<file path="src/rtl/param_shift_register_pkg.sv">
// ============================================================================
// Package : psr_pkg
// Brief   : Mode encodings and FSM states shared by param_shift_register.
// Rev     : 1.0 - initial release
// ============================================================================
`default_nettype none

package psr_pkg;

   localparam logic [2:0] MODE_HOLD  = 3'b000;
   localparam logic [2:0] MODE_SHL   = 3'b001;
   localparam logic [2:0] MODE_SHR   = 3'b010;
   localparam logic [2:0] MODE_ROL   = 3'b011;
   localparam logic [2:0] MODE_ROR   = 3'b100;
   localparam logic [2:0] MODE_LOAD  = 3'b101;
   localparam logic [2:0] MODE_ASR   = 3'b110;
   localparam logic [2:0] MODE_BURST = 3'b111;

   typedef enum logic [0:0] {
      ST_IDLE  = 1'b0,
      ST_SHIFT = 1'b1
   } state_t;

endpackage

`default_nettype wire

</file>
<file path="src/rtl/param_shift_register_if.sv">
// ============================================================================
// Interface : param_shift_register_if
// Brief     : Control/data bundle of param_shift_register (master drives).
// Rev       : 1.0 - initial release
// ============================================================================
`default_nettype none

interface param_shift_register_if #(
   parameter int WIDTH = 8
);
   logic             en;
   logic [2:0]       mode;
   logic             din;
   logic [WIDTH-1:0] pdin;
   logic [WIDTH-1:0] q;
   logic             dout;
   logic             busy;
   logic             done;

   modport master (
      output en, mode, din, pdin,
      input  q, dout, busy, done
   );

   modport slave (
      input  en, mode, din, pdin,
      output q, dout, busy, done
   );
endinterface

`default_nettype wire

</file>
<file path="src/rtl/param_shift_register_next_value.sv">
// ============================================================================
// Module : psr_next_value
// Brief  : Combinational next-q / next-dout selector. Rotates exist only
//          when PSR_ROTATE_EN is defined; otherwise 011/100 act as HOLD.
// Rev    : 1.0 - initial release
// ============================================================================
`default_nettype none

module psr_next_value
   import psr_pkg::*;
#(
   parameter int WIDTH = 8
) (
   input  wire logic [WIDTH-1:0] q,
   input  wire logic             din,
   input  wire logic [WIDTH-1:0] pdin,
   input  wire logic [2:0]       mode,
   output logic      [WIDTH-1:0] q_next,
   output logic                  dout_next,
   output logic                  dout_we
);

   always_comb begin
      q_next    = q;
      dout_next = 1'b0;
      dout_we   = 1'b0;
      case (mode)
         MODE_SHL: begin
            q_next    = {q[WIDTH-2:0], din};
            dout_next = q[WIDTH-1];
            dout_we   = 1'b1;
         end
         MODE_SHR: begin
            q_next    = {din, q[WIDTH-1:1]};
            dout_next = q[0];
            dout_we   = 1'b1;
         end
`ifdef PSR_ROTATE_EN
         MODE_ROL: begin
            q_next    = {q[WIDTH-2:0], q[WIDTH-1]};
            dout_next = q[WIDTH-1];
            dout_we   = 1'b1;
         end
         MODE_ROR: begin
            q_next    = {q[0], q[WIDTH-1:1]};
            dout_next = q[0];
            dout_we   = 1'b1;
         end
`endif
         MODE_LOAD:  q_next = pdin;
         MODE_ASR: begin
            q_next    = {q[WIDTH-1], q[WIDTH-1:1]};
            dout_next = q[0];
            dout_we   = 1'b1;
         end
         MODE_BURST: q_next = pdin;
         default: ;
      endcase
   end

endmodule

`default_nettype wire

</file>
<file path="src/rtl/param_shift_register.sv">
// ============================================================================
// Module : param_shift_register
// Brief  : WIDTH-bit shift/rotate/load register with autonomous burst
//          serialiser. Optional feature macro: PSR_ROTATE_EN.
// Rev    : 1.0 - initial release
// ============================================================================
`default_nettype none

module param_shift_register
   import psr_pkg::*;
#(
   parameter int WIDTH = 8
) (
   input wire logic               clk,
   input wire logic               reset,
   param_shift_register_if.slave  bus
);

   localparam int CW = $clog2(WIDTH + 1);

   state_t            r_state;
   state_t            w_state_next;
   logic [CW-1:0]     r_count;
   logic [CW-1:0]     w_count_next;
   logic [WIDTH-1:0]  r_q;
   logic              r_dout;
   logic              r_busy;
   logic              r_done;
   logic              w_busy_next;
   logic              w_done_next;
   logic [2:0]        w_eff_mode;
   logic [WIDTH-1:0]  w_q_next;
   logic              w_dout_next;
   logic              w_dout_we;

   psr_next_value #(.WIDTH(WIDTH)) u_next (
      .q         (r_q),
      .din       (bus.din),
      .pdin      (bus.pdin),
      .mode      (w_eff_mode),
      .q_next    (w_q_next),
      .dout_next (w_dout_next),
      .dout_we   (w_dout_we)
   );

   // While shifting a burst the external mode is ignored and SHR is forced.
   always_comb begin
      w_state_next = r_state;
      w_count_next = r_count;
      w_busy_next  = r_busy;
      w_done_next  = 1'b0;
      w_eff_mode   = bus.mode;
      case (r_state)
         ST_IDLE: begin
            if (bus.mode == MODE_BURST) begin
               w_count_next = CW'(WIDTH);
               w_busy_next  = 1'b1;
               w_state_next = ST_SHIFT;
            end
         end
         ST_SHIFT: begin
            w_eff_mode   = MODE_SHR;
            w_count_next = r_count - CW'(1);
            if (r_count == CW'(1)) begin
               w_busy_next  = 1'b0;
               w_done_next  = 1'b1;
               w_state_next = ST_IDLE;
            end
         end
         default: w_state_next = ST_IDLE;
      endcase
   end

   always_ff @(posedge clk) begin
      if (reset) begin
         r_state <= ST_IDLE;
         r_count <= '0;
         r_q     <= '0;
         r_dout  <= 1'b0;
         r_busy  <= 1'b0;
         r_done  <= 1'b0;
      end else if (bus.en) begin
         r_state <= w_state_next;
         r_count <= w_count_next;
         r_q     <= w_q_next;
         if (w_dout_we) begin
            r_dout <= w_dout_next;
         end
         r_busy  <= w_busy_next;
         r_done  <= w_done_next;
      end else begin
         r_done  <= 1'b0;
      end
   end

   assign bus.q    = r_q;
   assign bus.dout = r_dout;
   assign bus.busy = r_busy;
   assign bus.done = r_done;

endmodule

`default_nettype wire

</file>
<file path="src/flat_wrapper.sv">
// flat-port wrapper written by rule: the top's interface ports become plain ports
module param_shift_register_flat import psr_pkg::*;
#(
   parameter int WIDTH = 8
)
  (clk, reset, bus_en, bus_mode, bus_din, bus_pdin, bus_q, bus_dout, bus_busy, bus_done);
  param_shift_register_if #(.WIDTH(WIDTH)) bus_i ();
  input wire logic clk;
  input wire logic reset;
  input wire logic [$bits(bus_i.en)-1:0] bus_en;
  input wire logic [$bits(bus_i.mode)-1:0] bus_mode;
  input wire logic [$bits(bus_i.din)-1:0] bus_din;
  input wire logic [$bits(bus_i.pdin)-1:0] bus_pdin;
  output wire logic [$bits(bus_i.q)-1:0] bus_q;
  output wire logic [$bits(bus_i.dout)-1:0] bus_dout;
  output wire logic [$bits(bus_i.busy)-1:0] bus_busy;
  output wire logic [$bits(bus_i.done)-1:0] bus_done;
  assign bus_i.en = bus_en;
  assign bus_i.mode = bus_mode;
  assign bus_i.din = bus_din;
  assign bus_i.pdin = bus_pdin;
  assign bus_q = bus_i.q;
  assign bus_dout = bus_i.dout;
  assign bus_busy = bus_i.busy;
  assign bus_done = bus_i.done;
  param_shift_register #(.WIDTH(WIDTH)) u_core (.clk(clk), .reset(reset), .bus(bus_i));
endmodule
</file>
<file path="config.mk">
export PLATFORM = sky130hd
export DESIGN_NAME = param_shift_register_flat
export DESIGN_NICKNAME = d
export VERILOG_FILES = /design/src/rtl/param_shift_register_pkg.sv /design/src/rtl/param_shift_register_if.sv /design/src/rtl/param_shift_register_next_value.sv /design/src/rtl/param_shift_register.sv /design/src/flat_wrapper.sv
export SDC_FILE = /design/constraint.sdc
export NUM_CORES = 1
export LEC_CHECK = 0
export ABC_AREA = 1
export CORE_MARGIN = 2
export CORE_UTILIZATION = 45
export DETAILED_ROUTE_END_ITERATION = 10
export GPL_ROUTABILITY_DRIVEN = 0
export PLACE_DENSITY = 0.76
export SLEW_MARGIN = 15
export SYNTH_ARGS = -nofsm -noshare
export SYNTH_HDL_FRONTEND = slang
export SYNTH_SLANG_ARGS = --single-unit
</file>
<file path="constraint.sdc">
create_clock -name clk -period 1.65 [get_ports clk]
set_input_delay 0.165 -clock clk [delete_from_list [all_inputs] [get_ports clk]]
set_output_delay 0.165 -clock clk [all_outputs]
set_load 0.02 [all_outputs]
</file>
==> impl_results.md <==
* Drt via density at between 4 and 5
* Setup TNS at 0 ns
* Sink Count at 16
* Drt total wl at 2.54 mm
* Largest net degree at the start of global routing at 11
* Status: completed
* Global-route wire length before repair at 4.24 mm
* Final Hold Fails at 0
* Post-CTS Hold Buffers at 0
* Setup bufs post-CTS at 0
* Sw Ratio at 31.9%
* Yosys warnings at 0
* Worst-path clk slew at 0.10 ns
* Combinational fraction of design power at between 20% and 30%
* Max VDD drop at 0.000503 V
* Share of post-route cells with drive strength above 1 at 12.1%
* Reg2Reg Setup Slack at 0.27 ns
* Cells after Synth at 158
* Max-slew violations at 0
* Average cell area after synthesis at 6.46 µm²
* Tot Pwr at about 990 µW
* First-iteration detailed-routing DRC count at 17
* MaxCap Viol Count at 0
* Clock Root Buffer: clkbuf_4
* Slowest stage delay, CP at 0.63 ns
* Crit-path leading delay family: buffers and inverters
* Final period util at 90.9%
* FP Rows at 17
* Commonest non-fill, non-tap cell in the layout: nand2_1
* Final min period at approximately 1.5 ns
* Via Count at 1086
* Critical path arrival at ~1.3 ns
* Buffers plus inverters on the worst setup path at 1
* Flop pwr share at 44.1%
* Worst slew pin tran at 0.300 ns
* Core Area at between 2000 and 2500 µm²
* IO Count at 26
* CP max stage cell: clkdlybuf4s50_1
* Worst path cell trace: clkdlybuf4s50_1
* Antenna diode count at 0
* Gr ovfl total at 0
* H-Tree Depth at 1
* Pwr per Cell Area at about 730 nW/µm²
* CP Launch Type: flip-flop
* Post-synthesis sequential area ratio at 31.4%
* RSZ-0062 raised after global routing: false
* WP data required at 1.48 ns
* CTS Buffer Depth at 2
* Final setup violation count at 0
* Worst-Skew Late Latency at around 0.30 ns
* Antenna violations before repair at 0
* Crit end category: output pin
* Die Y at 51.6 µm
* Area delta synth->final at 32.5%
* Hold crit path type: reg -> reg
* DRT Pass-1 Iters at 4
* Most frequent cells in the layout: nand2_1 (46), nand3_1 (28), clkdlybuf4s50_1 (25)
* Worst relative slew slack at 80.0%
* Num CTS Buffers at 3
* I/O Buffers at 25
* Initial Util at 47.1%
* Synthesized net count at 175
* Antenna-violating nets left at 0
* Number of global-route vias before repair at 1000
* DIE AREA at 2670 µm²
* Fmax at about 0.67 GHz
* Routed WL per cell at between 10 and 15 µm
* Final #Nets at 208
* Synth Cell Area at 1020 µm²
* Cell variety after synth at 24
* Clk pwr share at 27.6%
* NetSw at 315 µW
* P_leak at 0.000613 µW
* WS Path Type: reg -> out
* Number of synthesized register bits at 16
* Final HPWL DP at 1.95 mm
* # resized after CTS at 0
* Internal power at 672 µW
* CTS tree: built
* Die Wd at 51.6 µm
* DRC at 0
* Total GRT Usage at 20.9%
* CP Max Fanout at 4
* Clock Skew at 0.00925 ns
[layout make-up]
type,count,area (µm²)
sequential,16,320
multi-input combinational,123,608
fill,217,817
clock buffer,4,36.3
timing repair buffer,29,280
inverter,18,72.6
tap,28,35.0
[Yosys cell counts]
library cell   n  area (µm²)
inv_4          2        12.5
nand3_1       28         140
a21boi_0       1        7.51
o211ai_1       1        7.51
inv_1         13        48.8
nor2_1        22        82.6
nand2_2        4        25.0
buf_12         1        20.0
dfxtp_1       16         320
nand3_4        1        17.5
a21oi_2        1        8.76
clkinv_1       1        3.75
nor3b_1        1        7.51
ha_1           2        25.0
nand3b_1       1        7.51
o21ai_2        1        8.76
nand2_1       46         173
xor2_1         1        8.76
nand3_2        1        10.0
nand2_4        3        33.8
nor3_1         1        5.00
a21oi_1        5        25.0
inv_2          2        7.51
o21ai_0        3        15.0
[final timing paths]
path / cells after the start / start / endpoint
worst max-delay path: 1 / u_core.bus.q[6]$_SDFFE_PP0P_ / bus_q[6]
worst min-delay path: 2 / u_core.bus.busy$_SDFFE_PP0P_ / u_core.bus.busy$_SDFFE_PP0P_
worst max register to register: 7 / u_core.r_state$_SDFFE_PP0P_ / u_core.bus.q[4]$_SDFFE_PP0P_
worst min register to register: 2 / u_core.bus.busy$_SDFFE_PP0P_ / u_core.bus.busy$_SDFFE_PP0P_
[metal layers]
layer | global-route usage [%] | routed length (µm)
met1 | 24.9 | 1140
met5 | 0 | 0
met3 | 2.87 | 45
met2 | 36.5 | 1310
met4 | 10.5 | 48
[cell families after synthesis]
kind of cell               synth area share [%]
AOI/OAI and AO/OA                          7.11
xor gates and xnor gates                  0.858
adders and majority gates                  2.45
and+or+nand+nor                            49.1
buffers and inverters                      9.07
DFF                                        31.4
[state kept, by name, indices dropped and copies added, names as in the netlist]
signal / cells
u_core.bus.q: 8
u_core.r_count: 4
u_core.bus.busy: 1
u_core.bus.done: 1
u_core.bus.dout: 1
u_core.r_state: 1
[power groups by stage]
stage                     logic, µW  registers (µW)  clock network (µW)
after floorplan                 141             463                   0
after CTS                       280             435                 275
after global routing            307             439                 287
final                           279             435                 273
after global placement          274             443                   0
after detailed placement        278             444                   0
[per-stage QoR]
| step | util [%] | cell area [µm²] | setup slack [ns] | cells | hold WS (ns) |
|---|---|---|---|---|---|
| 2_1_floorplan | - | 1020 | 0.534 | 158 | 0.234 |
| 6_report | 62.3 | 1350 | 0.151 | 218 | 0.475 |
| 3_3_place_gp | 60.7 | 1320 | 0.0652 | 214 | 0.453 |
| 5_1_grt | 62.3 | 1350 | 0.105 | 218 | 0.494 |
| 3_5_place_dp | 60.7 | 1320 | -0.0160 | 214 | 0.455 |
| 4_1_cts | 62.3 | 1350 | 0.150 | 218 | 0.473 |
(Power assumes the default switching activity.)
